===== src/rtl/regfile_pkg.sv =====
// rtl/regfile_pkg.sv - shared constants and address legality check for the register file
package regfile_pkg;

  localparam int DATA_W_DEF = 32;
  localparam int DEPTH_DEF  = 32;
  localparam int ADDR_W_DEF = 5;
  localparam int NUM_RD_DEF = 2;
  localparam int R_ZERO     = 0;

  // An address is usable for read, write and reserve only if it names a real,
  // non-hardwired register.
  function automatic bit addr_legal(input logic [31:0] addr, input int depth,
                                    input bit zero_reg);
    return (addr < $unsigned(depth)) && !(zero_reg && (addr == $unsigned(R_ZERO)));
  endfunction

endpackage


===== src/rtl/regfile_mp_sb_if.sv =====
// rtl/regfile_mp_sb_if.sv - read/write/reserve bus of the multi-port register file
interface regfile_mp_sb_if
  import regfile_pkg::*;
#(
  parameter int DATA_W = DATA_W_DEF,
  parameter int ADDR_W = ADDR_W_DEF,
  parameter int NUM_RD = NUM_RD_DEF
);

  logic [NUM_RD*ADDR_W-1:0] rd_addr;
  logic [NUM_RD*DATA_W-1:0] rd_data;
  logic [NUM_RD-1:0]        rd_busy;
  logic                     wr_en;
  logic [ADDR_W-1:0]        wr_addr;
  logic [DATA_W-1:0]        wr_data;
  logic                     rsv_en;
  logic [ADDR_W-1:0]        rsv_addr;
  logic                     any_busy;

  modport master (
    output rd_addr, wr_en, wr_addr, wr_data, rsv_en, rsv_addr,
    input  rd_data, rd_busy, any_busy
  );

  modport slave (
    input  rd_addr, wr_en, wr_addr, wr_data, rsv_en, rsv_addr,
    output rd_data, rd_busy, any_busy
  );

endinterface


===== src/rtl/regfile_scoreboard.sv =====
// rtl/regfile_scoreboard.sv - per-register busy bits with reserve-over-write priority
module regfile_scoreboard #(
  parameter int DEPTH  = 32,
  parameter int ADDR_W = 5
) (
  input  logic              clk,
  input  logic              rst,
  input  logic              set_en,
  input  logic [ADDR_W-1:0] set_addr,
  input  logic              clr_en,
  input  logic [ADDR_W-1:0] clr_addr,
  output logic [DEPTH-1:0]  busy,
  output logic              any_busy
);

  // A same-edge reserve beats the clear: the write retires an older producer
  // while the reserve announces a newer one.
  always_ff @(posedge clk or posedge rst) begin
    if (rst) begin
      busy <= '0;
    end else begin
      for (int i = 0; i < DEPTH; i++) begin
        if (set_en && (set_addr == ADDR_W'(i)))
          busy[i] <= 1'b1;
        else if (clr_en && (clr_addr == ADDR_W'(i)))
          busy[i] <= 1'b0;
      end
    end
  end

  assign any_busy = |busy;

endmodule


===== src/rtl/regfile_mp_sb.sv =====
// rtl/regfile_mp_sb.sv - multi-read-port register file with write bypass and busy scoreboard
module regfile_mp_sb
  import regfile_pkg::*;
#(
  parameter int DATA_W   = DATA_W_DEF,
  parameter int DEPTH    = DEPTH_DEF,
  parameter int ADDR_W   = ADDR_W_DEF,
  parameter int NUM_RD   = NUM_RD_DEF,
  parameter bit ZERO_REG = 1'b1,
  parameter bit BYPASS   = 1'b1
) (
  input  logic           clk,
  input  logic           rst,
  regfile_mp_sb_if.slave bus
);

  localparam int IDX_W = (DEPTH > 1) ? $clog2(DEPTH) : 1;

  logic [DATA_W-1:0]        regs [DEPTH];
  logic [DEPTH-1:0]         busy;
  logic                     wr_legal;
  logic                     rsv_legal;
  logic [NUM_RD*DATA_W-1:0] rd_data_c;
  logic [NUM_RD-1:0]        rd_busy_c;
  logic [ADDR_W-1:0]        ra;
  logic                     hit;
  logic                     rsv_hit;

  assign wr_legal  = bus.wr_en  && addr_legal(32'(bus.wr_addr),  DEPTH, ZERO_REG);
  assign rsv_legal = bus.rsv_en && addr_legal(32'(bus.rsv_addr), DEPTH, ZERO_REG);

  always_ff @(posedge clk or posedge rst) begin
    if (rst) begin
      for (int i = 0; i < DEPTH; i++)
        regs[i] <= '0;
    end else if (wr_legal) begin
      regs[bus.wr_addr[IDX_W-1:0]] <= bus.wr_data;
    end
  end

  regfile_scoreboard #(
    .DEPTH  (DEPTH),
    .ADDR_W (ADDR_W)
  ) u_scoreboard (
    .clk      (clk),
    .rst      (rst),
    .set_en   (rsv_legal),
    .set_addr (bus.rsv_addr),
    .clr_en   (wr_legal),
    .clr_addr (bus.wr_addr),
    .busy     (busy),
    .any_busy (bus.any_busy)
  );

  // Illegal addresses fall through to the zero defaults. A bypass hit hides the
  // busy bit unless this same edge re-reserves the register.
  always_comb begin
    rd_data_c = '0;
    rd_busy_c = '0;
    ra        = '0;
    hit       = 1'b0;
    rsv_hit   = 1'b0;
    for (int k = 0; k < NUM_RD; k++) begin
      ra      = bus.rd_addr[k*ADDR_W +: ADDR_W];
      hit     = BYPASS && wr_legal && (bus.wr_addr == ra);
      rsv_hit = bus.rsv_en && (bus.rsv_addr == ra);
      if (addr_legal(32'(ra), DEPTH, ZERO_REG)) begin
        rd_data_c[k*DATA_W +: DATA_W] = hit ? bus.wr_data : regs[ra[IDX_W-1:0]];
        rd_busy_c[k] = busy[ra[IDX_W-1:0]] && !(hit && !rsv_hit);
      end
    end
  end

  assign bus.rd_data = rd_data_c;
  assign bus.rd_busy = rd_busy_c;

endmodule


===== src/flat_wrapper.sv =====
// flat-port wrapper written by rule: the top's interface ports become plain ports
module regfile_mp_sb_flat import regfile_pkg::*;
#(
  parameter int DATA_W   = DATA_W_DEF,
  parameter int DEPTH    = DEPTH_DEF,
  parameter int ADDR_W   = ADDR_W_DEF,
  parameter int NUM_RD   = NUM_RD_DEF,
  parameter bit ZERO_REG = 1'b1,
  parameter bit BYPASS   = 1'b1
)
  (clk, rst, bus_rd_addr, bus_wr_en, bus_wr_addr, bus_wr_data, bus_rsv_en, bus_rsv_addr, bus_rd_data, bus_rd_busy, bus_any_busy);
  regfile_mp_sb_if #(.DATA_W(DATA_W), .ADDR_W(ADDR_W), .NUM_RD(NUM_RD)) bus_i ();
  input  logic clk;
  input  logic rst;
  input wire logic [$bits(bus_i.rd_addr)-1:0] bus_rd_addr;
  input wire logic [$bits(bus_i.wr_en)-1:0] bus_wr_en;
  input wire logic [$bits(bus_i.wr_addr)-1:0] bus_wr_addr;
  input wire logic [$bits(bus_i.wr_data)-1:0] bus_wr_data;
  input wire logic [$bits(bus_i.rsv_en)-1:0] bus_rsv_en;
  input wire logic [$bits(bus_i.rsv_addr)-1:0] bus_rsv_addr;
  output wire logic [$bits(bus_i.rd_data)-1:0] bus_rd_data;
  output wire logic [$bits(bus_i.rd_busy)-1:0] bus_rd_busy;
  output wire logic [$bits(bus_i.any_busy)-1:0] bus_any_busy;
  assign bus_i.rd_addr = bus_rd_addr;
  assign bus_i.wr_en = bus_wr_en;
  assign bus_i.wr_addr = bus_wr_addr;
  assign bus_i.wr_data = bus_wr_data;
  assign bus_i.rsv_en = bus_rsv_en;
  assign bus_i.rsv_addr = bus_rsv_addr;
  assign bus_rd_data = bus_i.rd_data;
  assign bus_rd_busy = bus_i.rd_busy;
  assign bus_any_busy = bus_i.any_busy;
  regfile_mp_sb #(.DATA_W(DATA_W), .DEPTH(DEPTH), .ADDR_W(ADDR_W), .NUM_RD(NUM_RD), .ZERO_REG(ZERO_REG), .BYPASS(BYPASS)) u_core (.clk(clk), .rst(rst), .bus(bus_i));
endmodule

===== config.mk =====
export PLATFORM = sky130hd
export DESIGN_NAME = regfile_mp_sb_flat
export DESIGN_NICKNAME = d
export VERILOG_FILES = /design/src/rtl/regfile_pkg.sv /design/src/rtl/regfile_mp_sb_if.sv /design/src/rtl/regfile_scoreboard.sv /design/src/rtl/regfile_mp_sb.sv /design/src/flat_wrapper.sv
export SDC_FILE = /design/constraint.sdc
export NUM_CORES = 2
export LEC_CHECK = 0
export ABC_CLOCK_PERIOD_IN_PS = 35000
export CORE_UTILIZATION = 45
export DETAILED_ROUTE_END_ITERATION = 10
export GPL_ROUTABILITY_DRIVEN = 0
export SYNTH_ARGS = -nofsm -noshare
export SYNTH_HDL_FRONTEND = slang
export SYNTH_HIERARCHICAL = 1
export SYNTH_SLANG_ARGS = --single-unit

===== constraint.sdc =====
create_clock -name clk -period 35 [get_ports clk]
set_clock_uncertainty 0.1 [all_clocks]
set_input_delay 7 -clock clk [delete_from_list [all_inputs] [get_ports clk]]
set_output_delay 7 -clock clk [all_outputs]
set_load 0.02 [all_outputs]

=== After elaboration in Yosys (flattened, before gate mapping) ===
Index checks and enable logic that the tools add are counted.

* Bits in registers: 1056
* Input bits: 56
* Output and inout bits: 67
* Logic and storage cells: 340

* Order comparisons: 6
* Equal/unequal tests: 66
* Multiplexer cells: 83
* Bitwise operators: 3
* Reduce and logical (&&, ||, !) cells: 118

{| class="wikitable"
|+ Operator list
! kind !! count
|-
| 1024-bit bitwise mux || 1
|-
| 32-bit binary-select mux with 5-bit select || 2
|-
| 32-bit 2-to-1 mux || 9
|-
| 32-bit demux with 5-bit select || 1
|-
| 5-bit == test (second input constant) || 32
|-
| 5-bit by 4-bit == test with 1-bit output (second input constant) || 16
|-
| 1-bit logical AND || 75
|-
| 1-bit 2-to-1 mux || 68
|-
| 2-bit nonzero test || 32
|-
| 5-bit by 3-bit == test with 1-bit output (second input constant) || 8
|-
| 32-bit OR reduction || 1
|-
| 5-bit by 2-bit == test with 1-bit output (second input constant) || 4
|-
| 5-bit == test || 4
|-
| 5-bit logical NOT || 4
|-
| 6-bit >= comparator (second input constant) || 3
|-
| 5-bit NOT with 6-bit output || 3
|-
| 5-bit by 6-bit less-than comparator with 1-bit output (second input constant) || 2
|-
| 1-bit binary-select mux with 5-bit select || 2
|-
| 5-bit by 1-bit == test with 1-bit output (second input constant) || 2
|-
| 1-bit logical NOT || 6
|-
| 6-bit by 1-bit less-than comparator with 1-bit output (second input constant) || 1
|}

=== Logic depth before layout (Yosys ltp) ===
* Depth in word-level cells: 8
* Depth in mapped cells: 12
* Mapped depth without buffers: 7

=== By module ===
The synthesis kept the hierarchy.

{| class="wikitable"
|+ By module, submodules not included
! module !! times used !! cells an instance !! area each (µm²) !! seq. area each (µm²)
|-
| regfile_mp_sb || 1 || 4137 || 56516.7 || 25624.6
|-
| regfile_scoreboard || 1 || 142 || 1428.9 || 800.8
|}

=== Least setup slack after synthesis ===
OpenSTA, ideal clock, no wires.

* Path type: input -> output
* From: input bus_rd_addr[6]
* To: output bus_rd_data[34]
* Arrival: 8.824 ns
* Required time: 27.900 ns
* Slack: 19.076 ns
* Stages on the path: 8
* Buffers on the path: 3
* Path through: buf_4 > xor2_1 > nor4_2 > and3_1 > clkbuf_1 > clkbuf_1 > nor2_1 > nor3_1

* Word-level cells in the longest chain between the ends: 6
* Elaborated cells between the ends (all ways): 9
* Classes of those cells: 1 x eq/ne; 5 x mux; 1 x bitwise; 2 x reduce/logical

{| class="wikitable"
|+ RTL lines
! item !! line !! RTL
|-
| from (decl) || flat_wrapper.sv:15 || <nowiki>input wire logic [$bits(bus_i.rd_addr)-1:0] bus_rd_addr;</nowiki>
|-
| 5-bit NOT with 6-bit output (implied by the code) || regfile_mp_sb.sv:68 || <nowiki>rd_data_c[k*DATA_W +: DATA_W] = hit ? bus.wr_data : regs[ra[IDX_W-1:0]];</nowiki>
|-
| 32-bit binary-select mux with 5-bit select || regfile_mp_sb.sv:68 ||
|-
| 32-bit 2-to-1 mux (implied by the code) (2 in a row) || regfile_mp_sb.sv:68 ||
|-
| 32-bit 2-to-1 mux || regfile_mp_sb.sv:68 ||
|-
| 32-bit 2-to-1 mux (*) || regfile_mp_sb.sv:67 || <nowiki>if (addr_legal(32'(ra), DEPTH, ZERO_REG)) begin</nowiki>
|-
| to (decl) || flat_wrapper.sv:21 || <nowiki>output wire logic [$bits(bus_i.rd_data)-1:0] bus_rd_data;</nowiki>
|}

Mark *: on every way between the ends. The rest lies on a longest branch, timed or not. The select of a mux whose other input is x is not followed.

=== Worst setup path after layout ===
* From: input bus_rd_addr[5]
* To: output bus_rd_data[60]

The elaborated chain is that of the path after synthesis.

==> impl_metrics.csv <==
group,metric,value,unit
outcome,status,"finished clean",
floorplan,start_util,0.454,
floorplan,die_w,361,µm
clock_tree,cts_root_buffer,"clkbuf_16",
global_routing,grt_pass1_vias,40278,
synthesis,ys_types,73,
floorplan,dieArea,0.130,mm²
cells_and_area,layout-drive-gt1-share,0.381,
placement,place_ws,16450,ps
route,wl_per_cell,34.5,µm
synthesis,synth.top_cell.area_share,0.456,
clock_tree,clk-insertion-delay-late,730,ps
floorplan,core-area,0.128,mm²
synthesis,synth-edff-count,0,
floorplan,die_h,361,µm
synthesis,ys_seq_area_frac,0.456,
route,drc,0,
synthesis,synth_area_per_cell,13.5,µm²
cells_and_area,final_cells,5959,
timing,grt_setup_unrepaired,"no",
floorplan,num_rows,131,
clock_tree,clk_pin_slew,60,ps
route,wl_met3,17400,µm
synthesis,syn-cell-area,0.0579,mm²
clock_tree,cts_buffers,118,
synthesis,ys_ff_latch,1056,
power,ir_drop,0.0000377,V
global_routing,grt_max_degree,168,
clock_tree,clockBufferDepth,3,
power,power_density,58.0,mW/mm²
clock_tree,cts_hold_buf,0,
synthesis,synthCells,4279,
worst_setup_path,worstPathRequired,27900,ps
timing,relSlewSlack,0.131,
synthesis,synth.area.top_cells,"dfrtp_1 (46%), mux2_2 (17%), mux4_2 (14%), mux2i_1 (4.8%), mux2_1 (3.6%)",
timing,setup_ws,16440,ps
route,routed_wl,206000,µm
placement,hpwl,118000,µm
cells_and_area,final_nets,4250,
worst_setup_path,cp-end-kind,"primary output",
synthesis,yosys.area.top_type,"dfrtp_1",
clock_tree,postCtsSetupBuffers,0,
power,p_leak,27.8,nW
route,ant_nets,0,
timing,min_period,18560,ps
worst_setup_path,cp_num_buf_inv,4,
timing,post-route-period-util,0.530,
clock_tree,cts_sinks,1056,
clock_tree,cts_tree,"done",
synthesis,ys.warnings.count,6,
worst_setup_path,cp_slowest_cell,"buf_4",
global_routing,grt.overflow.total,0,
timing,finalSetupViolCount,0,
route,firstDrtPassIters,5,
worst_setup_path,cpLargestDelayFamily,"buffers and inverters",
synthesis,syn_nets,4335,
timing,finalHoldViolCount,0,
cells_and_area,nFillCells,10963,
power,finalPower,3.73,mW
route,met1_length,84400,µm
timing,fin_tns_setup,0,ps
worst_setup_path,critPathArrivalTime,11460,ps
route,vias_per_cell,6.74,
route,vias,40156,
worst_setup_path,timing_worst_setup_path_type,"in -> out",
timing,fmax,53.9,MHz
global_routing,antenna_found_initial,10,
worst_setup_path,crit_path_cell_trace,"buf_8 -> buf_4 -> buf_4 -> mux4_2 -> nor2b_1 -> a211oi_1 -> a211oi_1 -> a211o_1 -> clkdlybuf4s50_1",
hold_path,hold_class,"reg -> reg",
synthesis,synthFlopType,"dfrtp_1",
cells_and_area,area_delta_synth_final,11.1,%
global_routing,track_usage,0.315,
worst_setup_path,cp-start-kind,"primary input",
cells_and_area,layout_common_cells,"dfrtp_1 (1056), mux2_2 (857), mux4_2 (368)",
timing,slew_violations,0,
worst_setup_path,crit_fanout,54,
clock_tree,cts-resized-gates,0,
worst_setup_path,cpPeakStageDelay,910,ps
placement,port_buffers,122,
synthesis,synth-async-reset-ratio,1.00,
clock_tree,htree_levels,3,
placement,dp.cells,5736,
cells_and_area,layout_commonest_cell,"dfrtp_1",
floorplan,io_pins,123,
run,cap_violations,0,
route,top_layer_used,"met5",
route,dr_wl_met2,94800,µm
global_routing,grt_first_pass_wirelength,297000,µm
timing,worst_pin_slew,1300,ps
route,drt_iter0_markers,5028,
## layer usage
metal	GRT usage	up-vias
met5	0	-
li1	-	16214
met3	0.0570	455
met1	0.439	21580
met2	0.489	1903
met4	0.126	4
## cells by family (layout without fill, tap and decap cells)
| logic type | after synthesis | after routing | share of synthesized area |
|---|---|---|---|
| AOI/OAI and AO/OA | 546 | 546 | 0.0631 |
| xor gates and xnor gates | 20 | 20 | 0.00302 |
| buffers and inverters | 470 | 486 | 0.0416 |
| DFF | 1056 | 1056 | 0.456 |
| muxes | 1689 | 1689 | 0.394 |
| other | 0 | 2 | 0 |
| and+or+nand+nor | 498 | 498 | 0.0425 |
## flip-flops by register name (all words and copies together) (netlist names)
| register | cells |
|---|---|
| u_core/regs | 1024 |
| u_core/u_scoreboard/busy | 32 |
## final timing paths
path                              startpoint           endpoint  slack [ps]  depth (start not counted)
max in group asynchronous                rst   u_core/regs[308]       24960                          5
hold / removal             u_core/regs[1016]  u_core/regs[1016]         270                          0
min in group asynchronous                rst   u_core/regs[449]        6690                          2
setup / recovery              bus_rd_addr[5]    bus_rd_data[60]       16440                          9
setup reg to reg            u_core/regs[356]   u_core/regs[356]       34060                          1
hold reg to reg            u_core/regs[1016]  u_core/regs[1016]         270                          0
## report_power, final
part	internal [mW]	total [mW]	switching, mW
registers	1.46	1.63	0.175
logic	0.422	0.762	0.340
clock network	0.797	1.34	0.542
## Yosys cell counts, types with 6 or more instances
| cell type | n |
|---|---|
| dfrtp_1 | 1056 |
| mux2_2 | 857 |
| mux4_2 | 368 |
| mux2i_1 | 277 |
| clkbuf_1 | 195 |
| mux2_1 | 187 |
| nand2_1 | 127 |
| buf_2 | 120 |
| nor2_1 | 115 |
| o21ai_0 | 84 |
| o22ai_1 | 76 |
| a21oi_1 | 68 |
| buf_1 | 67 |
| a22oi_1 | 64 |
| o21ai_1 | 55 |
| nor3_1 | 51 |
| nand3_1 | 48 |
| buf_4 | 43 |
| a221oi_1 | 39 |
| nor2b_1 | 34 |
| nor4_1 | 33 |
| o211ai_1 | 33 |
| buf_6 | 28 |
| a211oi_1 | 26 |
| nand2b_1 | 20 |
| o22a_1 | 16 |
| xor2_1 | 16 |
| a31oi_1 | 12 |
| a22o_1 | 10 |
| and3_1 | 10 |
| nand4_1 | 10 |
| a221o_1 | 9 |
| buf_8 | 8 |
| nand3b_1 | 7 |
| o31ai_1 | 7 |
| or2_1 | 7 |
| a211o_1 | 6 |
| nand4b_1 | 6 |
| o311ai_0 | 6 |
| o311ai_1 | 6 |
## stage by stage
step | instance area [µm²] | hold WS, ps | util
final | 64400 | 274 | 0.504
after global routing | 64400 | 304 | 0.504
after CTS | 64400 | 276 | 0.504
after detailed placement | 60200 | 263 | 0.472
after global placement | 60200 | 263 | 0.472
after floorplan | 57900 | 325 | -
## area by class of cell
class,count,area (µm²),share of cell area
Antenna cell,2,5.00,0.0000777
Clock buffer,165,3450,0.0536
Clock inverter,56,707,0.0110
Inverter,7,30.0,0.000466
Multi-Input combinational cell,2753,29300,0.456
Sequential cell,1056,26400,0.410
Tap cell,1662,2080,0.0323
Timing Repair Buffer,258,2320,0.0361
(Power assumes the default switching activity.)
